### src/rtl/logic_gate_pkg.sv
// Shared op encodings for the pipelined bitwise logic unit and its reduction tree.
package logic_gate_pkg;

    localparam int OP_W   = 3;
    localparam int OP_INV = 2;

    typedef enum logic [1:0] {
        OP_AND = 2'b00,
        OP_OR  = 2'b01,
        OP_XOR = 2'b10,
        OP_BUF = 2'b11
    } op_sel_e;

endpackage

### src/rtl/logic_reduce.sv
// Combinational NUM_IN x WIDTH -> WIDTH bitwise reduction; BUF passes channel 0 through.
module logic_reduce #(
    parameter int WIDTH  = 8,
    parameter int NUM_IN = 4
) (
    input  logic [NUM_IN*WIDTH-1:0] data,
    input  logic [1:0]              sel,
    output logic [WIDTH-1:0]        result
);
    import logic_gate_pkg::*;

    logic [WIDTH-1:0] and_s;
    logic [WIDTH-1:0] or_s;
    logic [WIDTH-1:0] xor_s;

    // Fold every channel under each operation in parallel
    always_comb begin
        and_s = data[WIDTH-1:0];
        or_s  = data[WIDTH-1:0];
        xor_s = data[WIDTH-1:0];
        for (int k = 1; k < NUM_IN; k++) begin
            and_s = and_s & data[k*WIDTH +: WIDTH];
            or_s  = or_s  | data[k*WIDTH +: WIDTH];
            xor_s = xor_s ^ data[k*WIDTH +: WIDTH];
        end
    end

    // Select the reduction requested by the beat
    always_comb begin
        result = data[WIDTH-1:0];
        case (op_sel_e'(sel))
            OP_AND:  result = and_s;
            OP_OR:   result = or_s;
            OP_XOR:  result = xor_s;
            OP_BUF:  result = data[WIDTH-1:0];
            default: result = data[WIDTH-1:0];
        endcase
    end

endmodule

### src/rtl/logic_gate_unit.sv
// Two-stage valid/ready bitwise logic unit: stage 1 reduces the channels, stage 2
// folds results into a running accumulator with a saturating beat counter.
module logic_gate_unit
    import logic_gate_pkg::*;
#(
    parameter int WIDTH  = 8,
    parameter int NUM_IN = 4,
    parameter int CNT_W  = 8
) (
    input  logic                    clk,
    input  logic                    rst_n,
    input  logic                    in_valid,
    output logic                    in_ready,
    input  logic [NUM_IN*WIDTH-1:0] in_data,
    input  logic [OP_W-1:0]         op,
    input  logic                    acc_en,
    input  logic                    acc_clr,
    output logic                    out_valid,
    input  logic                    out_ready,
    output logic [WIDTH-1:0]        out_data,
    output logic [CNT_W-1:0]        beat_cnt
);
    localparam logic [CNT_W-1:0] CNT_ONE = CNT_W'(1'b1);
    localparam logic [CNT_W-1:0] CNT_MAX = {CNT_W{1'b1}};

    logic              s1_valid_r;
    logic [WIDTH-1:0]  s1_res_r;
    logic [OP_W-1:0]   s1_op_r;
    logic              s1_acc_en_r;
    logic              s1_acc_clr_r;
    logic              out_valid_r;
    logic [WIDTH-1:0]  out_data_r;
    logic [WIDTH-1:0]  acc_r;
    logic [CNT_W-1:0]  cnt_r;

    logic              accept_s;
    logic              s2_load_s;
    logic              restart_s;
    logic [WIDTH-1:0]  red_s;
    logic [WIDTH-1:0]  comb_s;
    logic [WIDTH-1:0]  acc_next_s;
    logic [CNT_W-1:0]  cnt_next_s;

    logic_reduce #(.WIDTH(WIDTH), .NUM_IN(NUM_IN)) u_reduce (
        .data   (in_data),
        .sel    (op[1:0]),
        .result (red_s)
    );

    // Channel 0 is the new result so BUF selects it, i.e. acc is replaced
    logic_reduce #(.WIDTH(WIDTH), .NUM_IN(2)) u_fold (
        .data   ({acc_r, s1_res_r}),
        .sel    (s1_op_r[1:0]),
        .result (comb_s)
    );

    assign in_ready  = !s1_valid_r || !out_valid_r || out_ready;
    assign accept_s  = in_valid && in_ready;
    assign s2_load_s = s1_valid_r && (!out_valid_r || out_ready);

    // Next accumulator value and saturating beat count for a stage-2 load
    always_comb begin
        restart_s  = !s1_acc_en_r || s1_acc_clr_r;
        acc_next_s = comb_s;
        cnt_next_s = cnt_r;
        if (restart_s) begin
            acc_next_s = s1_res_r;
            cnt_next_s = CNT_ONE;
        end else if (cnt_r == CNT_MAX) begin
            acc_next_s = comb_s;
            cnt_next_s = cnt_r;
        end else begin
            acc_next_s = comb_s;
            cnt_next_s = cnt_r + CNT_ONE;
        end
    end

    // Stage 1: capture the reduced word and beat controls on accept
    always_ff @(posedge clk or negedge rst_n) begin
        if (!rst_n) begin
            s1_valid_r   <= 1'b0;
            s1_res_r     <= '0;
            s1_op_r      <= '0;
            s1_acc_en_r  <= 1'b0;
            s1_acc_clr_r <= 1'b0;
        end else if (accept_s) begin
            s1_valid_r   <= 1'b1;
            s1_res_r     <= red_s;
            s1_op_r      <= op;
            s1_acc_en_r  <= acc_en;
            s1_acc_clr_r <= acc_clr;
        end else if (s2_load_s) begin
            s1_valid_r   <= 1'b0;
        end else begin
            s1_valid_r   <= s1_valid_r;
        end
    end

    // Stage 2: accumulator, counter and registered result
    always_ff @(posedge clk or negedge rst_n) begin
        if (!rst_n) begin
            out_valid_r <= 1'b0;
            out_data_r  <= '0;
            acc_r       <= '0;
            cnt_r       <= '0;
        end else if (s2_load_s) begin
            out_valid_r <= 1'b1;
            out_data_r  <= acc_next_s ^ {WIDTH{s1_op_r[OP_INV]}};
            acc_r       <= acc_next_s;
            cnt_r       <= cnt_next_s;
        end else if (out_ready) begin
            out_valid_r <= 1'b0;
        end else begin
            out_valid_r <= out_valid_r;
        end
    end

    assign out_valid = out_valid_r;
    assign out_data  = out_data_r;
    assign beat_cnt  = cnt_r;

endmodule

### config.mk
export PLATFORM = sky130hd
export DESIGN_NAME = logic_gate_unit
export DESIGN_NICKNAME = d
export VERILOG_FILES = /design/src/rtl/logic_gate_pkg.sv /design/src/rtl/logic_reduce.sv /design/src/rtl/logic_gate_unit.sv
export SDC_FILE = /design/constraint.sdc
export NUM_CORES = 1
export LEC_CHECK = 0
export ABC_AREA = 1
export BUFFER_PORTS_ARGS = -buffer_cell sky130_fd_sc_hd__buf_2
export CELL_PAD_IN_SITES_DETAIL_PLACEMENT = 0
export CELL_PAD_IN_SITES_GLOBAL_PLACEMENT = 1
export CORE_ASPECT_RATIO = 0.75
export CORE_MARGIN = 2
export CORE_UTILIZATION = 30
export DETAILED_ROUTE_END_ITERATION = 10
export GPL_TIMING_DRIVEN = 0
export PLACE_DENSITY_LB_ADDON = 0.1
export REMOVE_ABC_BUFFERS = 1
export SLEW_MARGIN = 5
export SYNTH_ARGS = -nofsm -noshare
export SYNTH_HDL_FRONTEND = slang
export SYNTH_SLANG_ARGS = --single-unit
### constraint.sdc
create_clock -name clk -period 1.92 [get_ports clk]
set_clock_uncertainty 0.15 [all_clocks]
set_input_delay 0.096 -clock clk [delete_from_list [all_inputs] [get_ports clk]]
set_output_delay 0.096 -clock clk [all_outputs]
set_load 0.02 [all_outputs]
==> out/metrics.csv, run 1 <==
metric,value,unit
synth_top_area_frac,0.303,
peakVddDrop,0.000332,V
ff_latch_area,981,um^2
yosys-top-cells-area,"dfrtp_1 30%, nand2_1 16%, ha_1 13%, nand3_1 9.6%, inv_1 8.5%",
drive_above_1_share,0.187,
ys_seq_elements,39,
total_leakage_power,2.06,nW
io_buffers,58,
placedCellCount,646,
remaining_drc_errors,0,
die_area,11600,um^2
fin_area,3800,um^2
avgSynthCellArea,6.94,um^2
overflow,0,
fin_crit,1.71,ns
clkPwrFrac,0.240,
antenna_found_initial,0,
grt_max_degree,40,
path_class,reg2reg,
yosysUniqueCellTypes,30,
fin_cells,659,
worst_slew_pin_slew,0.931,ns
p_int,1.95,mW
synthCells,464,
grt_pass1_vias,2908,
die_w,124,um
area_growth,18.0,%
status,"finished, final reports clean",
grt_pass1_wl,13.8,mm
dp_slack,-0.250,ns
place_area,3580,um^2
end_kind,register,
comb_power_share,0.380,
final_max_slew_viol_count,0,
cp-startpoint,s1_op_r[0],
boundaryPins,59,
htreeDepth,2,
post_cts_buffers,0,
timing.final.crit_share,0.893,
num_antenna_cells,0,
hold_viol,0,
drt_first_pass_iters,4,
core,10400,um^2
cts_tree,yes,
clkTransAtPathRegs,0.06,ns
post_drt_via_cell_ratio,4.58,
worst-path-max-fanout,18,
drt_wl_total,7.96,mm
cts_sinks,39,
multi_input_area,1870,um^2
power.share.switching,0.399,
p_seq_frac,0.380,
row_count,32,
hold_class,in2reg,
clockBufferDepth,2,
worstReg2RegStart,s1_op_r[0],
finalNetCount,598,
clk_latency,0.28,ns
setup_ws,0.205,ns
maxSlewHeadroom,0.379,
start_util,0.311,
max_freq,583,MHz
netlist_area,3220,um^2
worstPathRequired,1.93,ns
rsz0062_at_grt,false,
drtIter0Drc,150,
ant_nets,0,
place_congestion,0.778,
cp.arrival,1.72,ns
ys_seq_area_frac,0.303,
wl_per_cell,12.1,um
crit_path_start_kind,register,
setup_violations,0,
max-cap-violations,0,
vias,3015,
min_from,in_data[6],
hpwl,5.86,mm
switchingPower,1.29,mW
ys_warn_count,0,
root_buffer,clkbuf_16,
hold_ws,0.0209,ns
grt_use_total,0.151,
p_per_area,853,nW/um^2
yosysTopAreaCell,dfrtp_1,
cts_made_buffers,5,
nFillCells,1124,
die_h,93.7,um
[cells by family (layout without fill, tap and decap cells)]
group,Yosys count,count (layout),share of synthesized area
flops,39,39,0.303
compound gates,51,51,0.0979
simple gates,247,247,0.337
buf+inv,89,148,0.121
fa+ha+maj,33,33,0.128
xor+xnor,5,5,0.0136
[worst max-delay path: stages, from the launching register on]
cell and delay (ns):
dfrtp_2 0.65, inv_2 0.20, nand3_1 0.12, nand2_1 0.06, o21ai_1 0.17, nand2_1 0.10, nand2_1 0.06, o21ai_0 0.07
[cells in the final DEF, fill, tap and decap left out]
cell type	count
a21oi_1	10
a21oi_2	7
a22oi_1	1
buf_2	58
clkbuf_1	1
clkbuf_16	5
clkinv_1	1
clkinvlp_4	1
dfrtp_1	37
dfrtp_2	1
dfrtp_4	1
dlygate4sd3_1	7
ha_1	33
inv_1	72
inv_2	2
inv_4	1
nand2_1	135
nand2_2	2
nand2_4	3
nand3_1	62
nand3_2	1
nand3b_1	1
nand4_1	7
nor2_1	23
nor2_2	3
nor2_4	1
nor3_1	2
o21ai_0	18
o21ai_1	5
o21ai_2	5
o31ai_1	5
or2_2	7
xnor2_1	1
xor2_1	4
[metrics by stage]
stage	setup TNS [ns]	util	power (mW)
2_1_floorplan	0	-	2.07
3_3_place_gp	-2.04	0.345	2.46
3_5_place_dp	-2.74	0.345	2.48
4_1_cts	0	0.365	3.30
5_1_grt	0	0.367	3.56
6_report	0	0.367	3.24
[per-layer routing]
layer / vias up / track usage / share of wire
met3: 9 / 0.0291 / 0.028
met1: 1382 / 0.212 / 0.52
li1: 1594 / - / -
met4: 0 / 0.0313 / 0.0089
met5: - / 0 / 0
met2: 30 / 0.241 / 0.44
[repair_timing]
action                                 4_1_cts  5_1_grt
setup endpoints to repair                   25        7
endpoints found under the hold margin       45        0
gates resized for setup                      4        5
hold buffers                                 7        0
[final timing paths]
kind / slack [ns] / endpoint / cells past startpoint
max: 0.21 / acc_r[6] / 7
min: 0.02 / s1_res_r[6] / 5
max reg2reg: 0.21 / acc_r[6] / 7
min reg2reg: 0.32 / out_data[3] / 2
max in group asynchronous: 0.60 / s1_op_r[1] / 2
min in group asynchronous: 0.34 / s1_res_r[0] / 2
[state kept, by name (all words and copies together), names as in the netlist]
signal and count:
acc_r 8, beat_cnt 8, out_data 8, s1_res_r 8
s1_op_r 3, out_valid 1, s1_acc_clr_r 1, s1_acc_en_r 1
s1_valid_r 1
[power by group through the flow]
stage          registers, mW  clock network [mW]  logic (mW)
2_1_floorplan           1.32                   0       0.756
3_3_place_gp            1.24                   0        1.23
3_5_place_dp            1.24                   0        1.24
4_1_cts                 1.23               0.811        1.26
5_1_grt                 1.27               0.837        1.46
6_report                1.23               0.778        1.23
[cell usage after synthesis, drive strengths merged]
library cell  count
nand3b            1
inv              76
a21oi            17
nor2             27
buf              12
xnor2             1
clkinv            1
or2               7
o31ai             5
xor2              4
nand4             7
nand3            63
o21ai            28
nand2           140
a22oi             1
nor3              2
ha               33
dfrtp            39
[area by class of cell]
class,instances,area share
Multi-Input combinational cell,336,0.491
Sequential cell,39,0.258
Timing Repair Buffer,65,0.0948
Inverter,77,0.0777
Tap cell,136,0.0448
Clock buffer,6,0.0339
(Power assumes the default switching activity.)
==> inputs of run 2 (changes only) <==
--- a/config.mk
+++ b/config.mk
@@ -14,7 +14,7 @@
 export CORE_UTILIZATION = 30
 export DETAILED_ROUTE_END_ITERATION = 10
 export GPL_TIMING_DRIVEN = 0
-export PLACE_DENSITY_LB_ADDON = 0.1
+export PLACE_DENSITY_LB_ADDON = 0.05
 export REMOVE_ABC_BUFFERS = 1
 export SLEW_MARGIN = 5
 export SYNTH_ARGS = -nofsm -noshare
==> constraint.sdc (replaced) <==
create_clock -name clk -period 1.92 [get_ports clk]
set_clock_uncertainty 0.15 [all_clocks]
set_input_delay 0.096 -clock clk [delete_from_list [all_inputs] [get_ports clk]]
set_output_delay 0.096 -clock clk [all_outputs]
set_load 0.05 [all_outputs]
==> run 2 against run 1 <==
Against the previous run: worst hold slack got worse by 0.0096 ns; power increased by 7.6%; core utilization about the same; critical path type unchanged; clock power increased by 2.8%; largest power group is now combinational logic; critical endpoint unchanged; routed wire length increased by 0.23%; cell count unchanged; highest routed layer unchanged; maximum frequency decreased by 1.5%; register-to-register slack got worse by 0.03 ns.
==> out/metrics.csv, run 2 (synthesis results as in run 1) <==
metric,value,unit,change
hold_class,in2reg,,unchanged
num_antenna_cells,0,,unchanged
status,"finished, final reports clean",,unchanged
die_h,93.7,um,unchanged
rsz0062_at_grt,false,,unchanged
path_common_cell,nand2_1,,unchanged
peakVddDrop,0.000308,V,was 0.000332 V
die_w,124,um,unchanged
crit_path_start_kind,register,,unchanged
clk_latency,0.29,ns,was 0.28 ns
die_area,11600,um^2,unchanged
area_growth,17.9,%,was 18.0%
hold_ws,0.0113,ns,was 0.0209 ns
grt_pass1_vias,2897,,"was 2,908"
grt_use_met1,0.201,,was 0.212
p_per_area,919,nW/um^2,was 853 nW/um^2
grt_use_total,0.150,,was 0.151
post_drt_via_cell_ratio,4.53,,was 4.58
place_area,3580,um^2,unchanged
vias,2987,,"was 3,015"
grt-busiest-layer,met2,,unchanged
worstReg2RegStart,s1_op_r[0],,unchanged
layout_commonest_cell,nand2_1,,unchanged
worst-path-max-fanout,18,,unchanged
final_max_slew_viol_count,0,,unchanged
end_kind,register,,unchanged
critPathMaxStageDelay,0.67,ns,was 0.65 ns
rrSetupSlack,0.18,ns,was 0.21 ns
boundaryPins,59,,unchanged
min_from,in_data[0],,was in_data[6]
hpwl,5.81,mm,was 5.86 mm
max-cap-violations,0,,unchanged
placedCellCount,646,,unchanged
path_cells,"inv_2, nand3_1, nand2_1, o21ai_1, nand2_1, nand2_1, o21ai_0",,unchanged
worstPathRequired,1.92,ns,was 1.93 ns
remaining_drc_errors,0,,unchanged
fin_cells,659,,unchanged
grtUsageMet3,0.0437,,was 0.0291
timing.final.crit_share,0.907,,was 0.893
path_class,reg2reg,,unchanged
maxSlewHeadroom,0.369,,was 0.379
grt_pass1_wl,13.4,mm,was 13.8 mm
hold_viol,0,,unchanged
drt_first_pass_iters,4,,unchanged
grt_max_degree,40,,unchanged
worst_slew_pin_slew,0.946,ns,was 0.931 ns
io_buffers,58,,unchanged
core,10400,um^2,unchanged
drive_above_1_share,0.187,,unchanged
fin_area,3800,um^2,about the same
hold_depth,5,,unchanged
clockBufferDepth,2,,unchanged
row_count,32,,unchanged
rr_worst_depth,7,,unchanged
fin_crit,1.74,ns,was 1.71 ns
slowest_stage,dfrtp_2,,unchanged
clkTransAtPathRegs,0.06,ns,about the same
mostFrequentLayoutCells,"135 x nand2_1, 72 x inv_1, 62 x nand3_1, 58 x buf_2, 37 x dfrtp_1",,unchanged
globalRouteMet2Util,0.244,,was 0.241
cp.arrival,1.74,ns,was 1.72 ns
cts_sinks,39,,unchanged
cts_tree,yes,,unchanged
drt_wl_total,7.98,mm,was 7.96 mm
overflow,0,,unchanged
antenna_found_initial,0,,unchanged
finalNetCount,598,,unchanged
drtIter0Drc,97,,was 150
ant_nets,0,,unchanged
htreeDepth,2,,unchanged
total_power,3.49,mW,was 3.24 mW
total_leakage_power,2.06,nW,about the same
max_freq,575,MHz,was 583 MHz
start_util,0.311,,unchanged
setup_violations,0,,unchanged
r2r-end,acc_r[6],,unchanged
root_buffer,clkbuf_16,,unchanged
hold-path-endpoint,s1_res_r[0],,was s1_res_r[6]
cts_made_buffers,5,,unchanged
place_congestion,0.747,,was 0.778
wl_per_cell,12.1,um,about the same
-- run 2: cell counts in the layout (fill, tap and decap cells not counted) --
Identical to the previous run, type by type.
-- run 2: worst max-delay path by stage --
stage	from	to	depth (start not counted)	slack (ns)
floorplan	out_valid	s1_res_r[7]	6	-0.46
global placement	s1_valid_r	s1_res_r[7]	6	-0.23
detailed placement	s1_valid_r	s1_res_r[7]	6	-0.25
CTS	out_ready	s1_res_r[7]	9	0.08
global route	s1_op_r[1]	acc_r[1]	6	0.002
finish	s1_op_r[0]	acc_r[6]	7	0.18
-- run 2: worst max-delay path, delay by kind of cell (launching register included) --
kind	cells	cell delay, ns
AO/OA/AOI/OAI	2	0.25
buffers and inverters	1	0.20
flip-flops	1	0.67
AND/OR/NAND/NOR	4	0.33
-- run 2: layer usage --
metal / vias up / routed length (um)
met5: - / 0
met4: 0 / 40
met3: 5 / 306
met2: 36 / 3480
met1: 1359 / 4150
li1: 1587 / -
-- run 2: per-stage QoR --
stage	worst slack (ns)	TNS (ns)	util
global placement	-0.233	-2.34	0.345
CTS	0.0803	0	0.365
floorplan	-0.461	-4.57	-
finish	0.179	0	0.366
detailed placement	-0.254	-2.86	0.345
global route	0.00163	0	0.366
-- run 2: where the power goes --
part,internal [mW],total [mW],switching (mW)
registers,1.03,1.23,0.204
logic,0.453,1.45,1.00
clock network,0.468,0.800,0.332
-- run 2: what timing repair did --
item / 4_1_cts / 5_1_grt
resized for setup: 4 / 2
setup buffers: 0 / 0
pin swaps: 0 / 1
hold buffers: 7 / 0
endpoints found under the hold margin: 45 / 0
endpoints found under the setup margin: 25 / 4
-- run 2: layout make-up --
class / instances / area, um^2
clock buffer: 6 / 129
fill: 1130 / 6570
inverter: 77 / 293
multi-input combinational: 336 / 1870
sequential: 39 / 978
tap: 136 / 170
timing repair buffer: 65 / 360
==> inputs of run 3 (changes only) <==
--- a/config.mk
+++ b/config.mk
@@ -5,7 +5,6 @@
 export SDC_FILE = /design/constraint.sdc
 export NUM_CORES = 1
 export LEC_CHECK = 0
-export ABC_AREA = 1
 export BUFFER_PORTS_ARGS = -buffer_cell sky130_fd_sc_hd__buf_2
 export CELL_PAD_IN_SITES_DETAIL_PLACEMENT = 0
 export CELL_PAD_IN_SITES_GLOBAL_PLACEMENT = 1
@@ -15,7 +14,6 @@
 export DETAILED_ROUTE_END_ITERATION = 10
 export GPL_TIMING_DRIVEN = 0
 export PLACE_DENSITY_LB_ADDON = 0.05
-export REMOVE_ABC_BUFFERS = 1
 export SLEW_MARGIN = 5
 export SYNTH_ARGS = -nofsm -noshare
 export SYNTH_HDL_FRONTEND = slang
==> run 3 against run 2 <==
Against the previous run: synthesized cell count shrank 30%; sequential share of layout area shrank 0.17 points; maximum frequency shrank 5.5%; clock power grew 23%; power grew 0.39%; global-route usage is essentially flat; critical endpoint is now out_data[1]; highest routed layer unchanged.
==> out/metrics.csv, run 3 <==
metric,value,unit,change
status,"finished, final reports clean",,unchanged
yosys-top-cells-area,"dfrtp_1 32%, ha_1 14%, mux4_2 5.9%, inv_1 4.2%, nand2_1 3.7%",,"was dfrtp_1 30%, nand2_1 16%, ha_1 13%, nand3_1 9.6%, inv_1 8.5%"
finalNetCount,470,,was 598
worst_slew_pin_slew,0.944,ns,was 0.946 ns
dp_slack,-0.0650,ns,was -0.254 ns
synth_top_area_frac,0.319,,was 0.303
synth-edff-count,0,,unchanged
avgSynthCellArea,9.37,um^2,was 6.94 um^2
path_class,reg2reg,,unchanged
cts_tree,yes,,unchanged
p_per_area,915,nW/um^2,was 919 nW/um^2
num_antenna_cells,0,,unchanged
grt_pass1_vias,2540,,"was 2,897"
cp.arrival,1.90,ns,was 1.74 ns
fin_crit,1.84,ns,was 1.74 ns
hold_depth,3,,was 5
ys_seq_elements,39,,unchanged
final_max_slew_viol_count,0,,unchanged
die_w,121,um,was 124 um
hold_class,in2reg,,unchanged
clockBufferDepth,2,,unchanged
r2r-end,out_data[1],,was acc_r[6]
start_util,0.313,,was 0.311
grt_max_degree,40,,unchanged
hpwl,5.84,mm,was 5.81 mm
die_area,11000,um^2,"was 11,600 um^2"
drive_above_1_share,0.302,,was 0.187
io_buffers,56,,was 58
timing.final.crit_share,0.960,,was 0.907
ys_warn_count,0,,unchanged
synthCells,326,,was 464
yosysTopAreaCell,dfrtp_1,,unchanged
total_leakage_power,1.78,nW,was 2.06 nW
fin_cells,529,,was 659
rrSetupSlack,0.08,ns,was 0.18 ns
mostFrequentLayoutCells,"60 x buf_2, 36 x dfrtp_1, 33 x inv_1, 32 x ha_1, 28 x nand2_1",,"was 135 x nand2_1, 72 x inv_1, 62 x nand3_1, 58 x buf_2, 37 x dfrtp_1"
area_growth,25.3,%,was 17.9%
min_from,out_ready,,was in_data[0]
layout_commonest_cell,buf_2,,was nand2_1
wl_per_cell,14.7,um,was 12.1 um
grt_pass1_wl,13.1,mm,was 13.4 mm
yosysUniqueCellTypes,51,,was 30
row_count,31,,was 32
hold-path-endpoint,s1_valid_r,,was s1_res_r[0]
worstPathRequired,1.97,ns,was 1.92 ns
peakVddDrop,0.000351,V,was 0.000308 V
finish.utilization,0.392,,was 0.366
setup_ws,0.0773,ns,was 0.179 ns
end_kind,register,,unchanged
remaining_drc_errors,0,,unchanged
antenna_found_initial,0,,unchanged
die_h,91.4,um,was 93.7 um
worst-path-max-fanout,10,,was 18
setup_violations,0,,unchanged
netlist_area,3060,um^2,was 3220 um^2
post-synth-top-count-cell,dfrtp_1,,was nand2_1
htreeDepth,2,,unchanged
overflow,0,,unchanged
rsz0062_at_grt,true,,was false
synth.net_count,400,,
hold_viol,0,,unchanged
ys_seq_area_frac,0.319,,was 0.303
core,9770,um^2,"was 10,400 um^2"
max-cap-violations,0,,unchanged
maxSlewHeadroom,0.371,,was 0.369
cts_sinks,39,,unchanged
async_reset_ff_frac,1.00,,unchanged
root_buffer,clkbuf_16,,unchanged
clk_latency,0.29,ns,about the same
drtIter0Drc,115,,was 97
boundaryPins,59,,unchanged
ant_nets,0,,unchanged
place_congestion,0.752,,was 0.747
vias,2573,,"was 2,987"
clkTransAtPathRegs,0.06,ns,about the same
worstReg2RegStart,s1_acc_clr_r,,was s1_op_r[0]
cts_made_buffers,5,,unchanged
grt_use_total,0.150,,about the same
synth_ff_type,dfrtp_1,,unchanged
max_freq,543,MHz,was 575 MHz
placedCellCount,514,,was 646
crit_path_start_kind,register,,unchanged
ys_top_cells_by_count,"39 x dfrtp_1, 34 x inv_1, 33 x ha_1",,"was 137 x nand2_1, 73 x inv_1, 62 x nand3_1"
drt_wl_total,7.75,mm,was 7.98 mm
post_drt_via_cell_ratio,4.86,,was 4.53
drt_first_pass_iters,4,,unchanged
rr_worst_depth,5,,was 7
-- run 3: changes by cell type after synthesis, sizes merged, moves of 6 or more --
| cell | before | now |
|---|---|---|
| nor3b | 0 | 9 |
| clkbuf | 0 | 8 |
| xnor2 | 1 | 8 |
| mux4 | 0 | 8 |
| nor4 | 0 | 6 |
| nor2 | 27 | 10 |
| o21ai | 28 | 14 |
| nand2 | 140 | 30 |
| nand3 | 63 | 14 |
| nand2b | 0 | 9 |
| inv | 76 | 34 |
| a31oi | 0 | 7 |
-- run 3: how the worst max path moves through the flow --
stage / start / end / cells after the start
after CTS: s1_res_r[3] / out_data[3] / 6
after floorplan: out_valid / s1_acc_clr_r / 4
after detailed placement: s1_res_r[3] / out_data[3] / 6
final: s1_acc_clr_r / out_data[1] / 5
after global routing: s1_res_r[3] / out_data[3] / 6
after global placement: s1_res_r[3] / out_data[3] / 6
-- run 3: kinds of logic (layout without fill, tap and decap cells) --
group | count (synthesis) | in the layout | share of synthesized area
AO/OA/AOI/OAI | 65 | 65 | 0.147
XOR/XNOR | 16 | 16 | 0.0459
adder cells (fa/ha/maj) | 33 | 33 | 0.135
AND/OR/NAND/NOR | 110 | 110 | 0.205
multiplexers | 14 | 14 | 0.0807
buffers and inverters | 49 | 120 | 0.0663
flip-flops | 39 | 39 | 0.319
-- run 3: area by class of cell --
type / count / area (um^2)
inverter: 34 / 128
clock buffer: 6 / 139
buffer: 15 / 92.6
sequential: 39 / 980
timing repair buffer: 63 / 345
clock inverter: 2 / 35.0
tap: 132 / 165
multi-input combinational: 238 / 1940
fill: 1033 / 5950
-- run 3: where the power goes --
part	total [mW]	switching [mW]	internal (mW)	leakage, nW
registers	1.15	0.155	0.995	0.469
logic	1.36	0.841	0.521	1.23
clock network	0.988	0.342	0.646	0.0868
total	3.50	1.34	2.16	1.78
-- run 3: stage by stage --
stage	cell area [um^2]	TNS, ns	hold WS [ns]	total power [mW]
2_1_floorplan	3080	-0.277	-0.350	2.09
3_3_place_gp	3530	-0.0658	0.153	2.46
3_5_place_dp	3530	-0.0650	0.147	2.47
4_1_cts	3760	0	0.00305	3.50
5_1_grt	3830	-0.0829	0.0437	3.75
6_report	3830	0	0.0167	3.50
-- run 3: worst max-delay path, stage by stage, from the launching register on --
cell and delay (ns):
dfrtp_1 0.55, nand2b_1 0.17, buf_6 0.15, nor3_1 0.08, or4_1 0.47, a31oi_1 0.18
-- run 3: timing repair --
item,4_1_cts,5_1_grt
hold buffers,5,0
setup endpoints to repair,3,12
buffers inserted,1,1
gates resized for setup,1,22
pin swaps,2,5
hold endpoints to repair,43,0
-- run 3: per-layer routing --
metal / global-route usage / up-vias / wire length (um)
met3: 0.0320 / 5 / 268
met1: 0.230 / 1234 / 4230
met2: 0.213 / 39 / 3190
li1: - / 1295 / -
met4: 0.0349 / 0 / 58
met5: 0 / - / 0
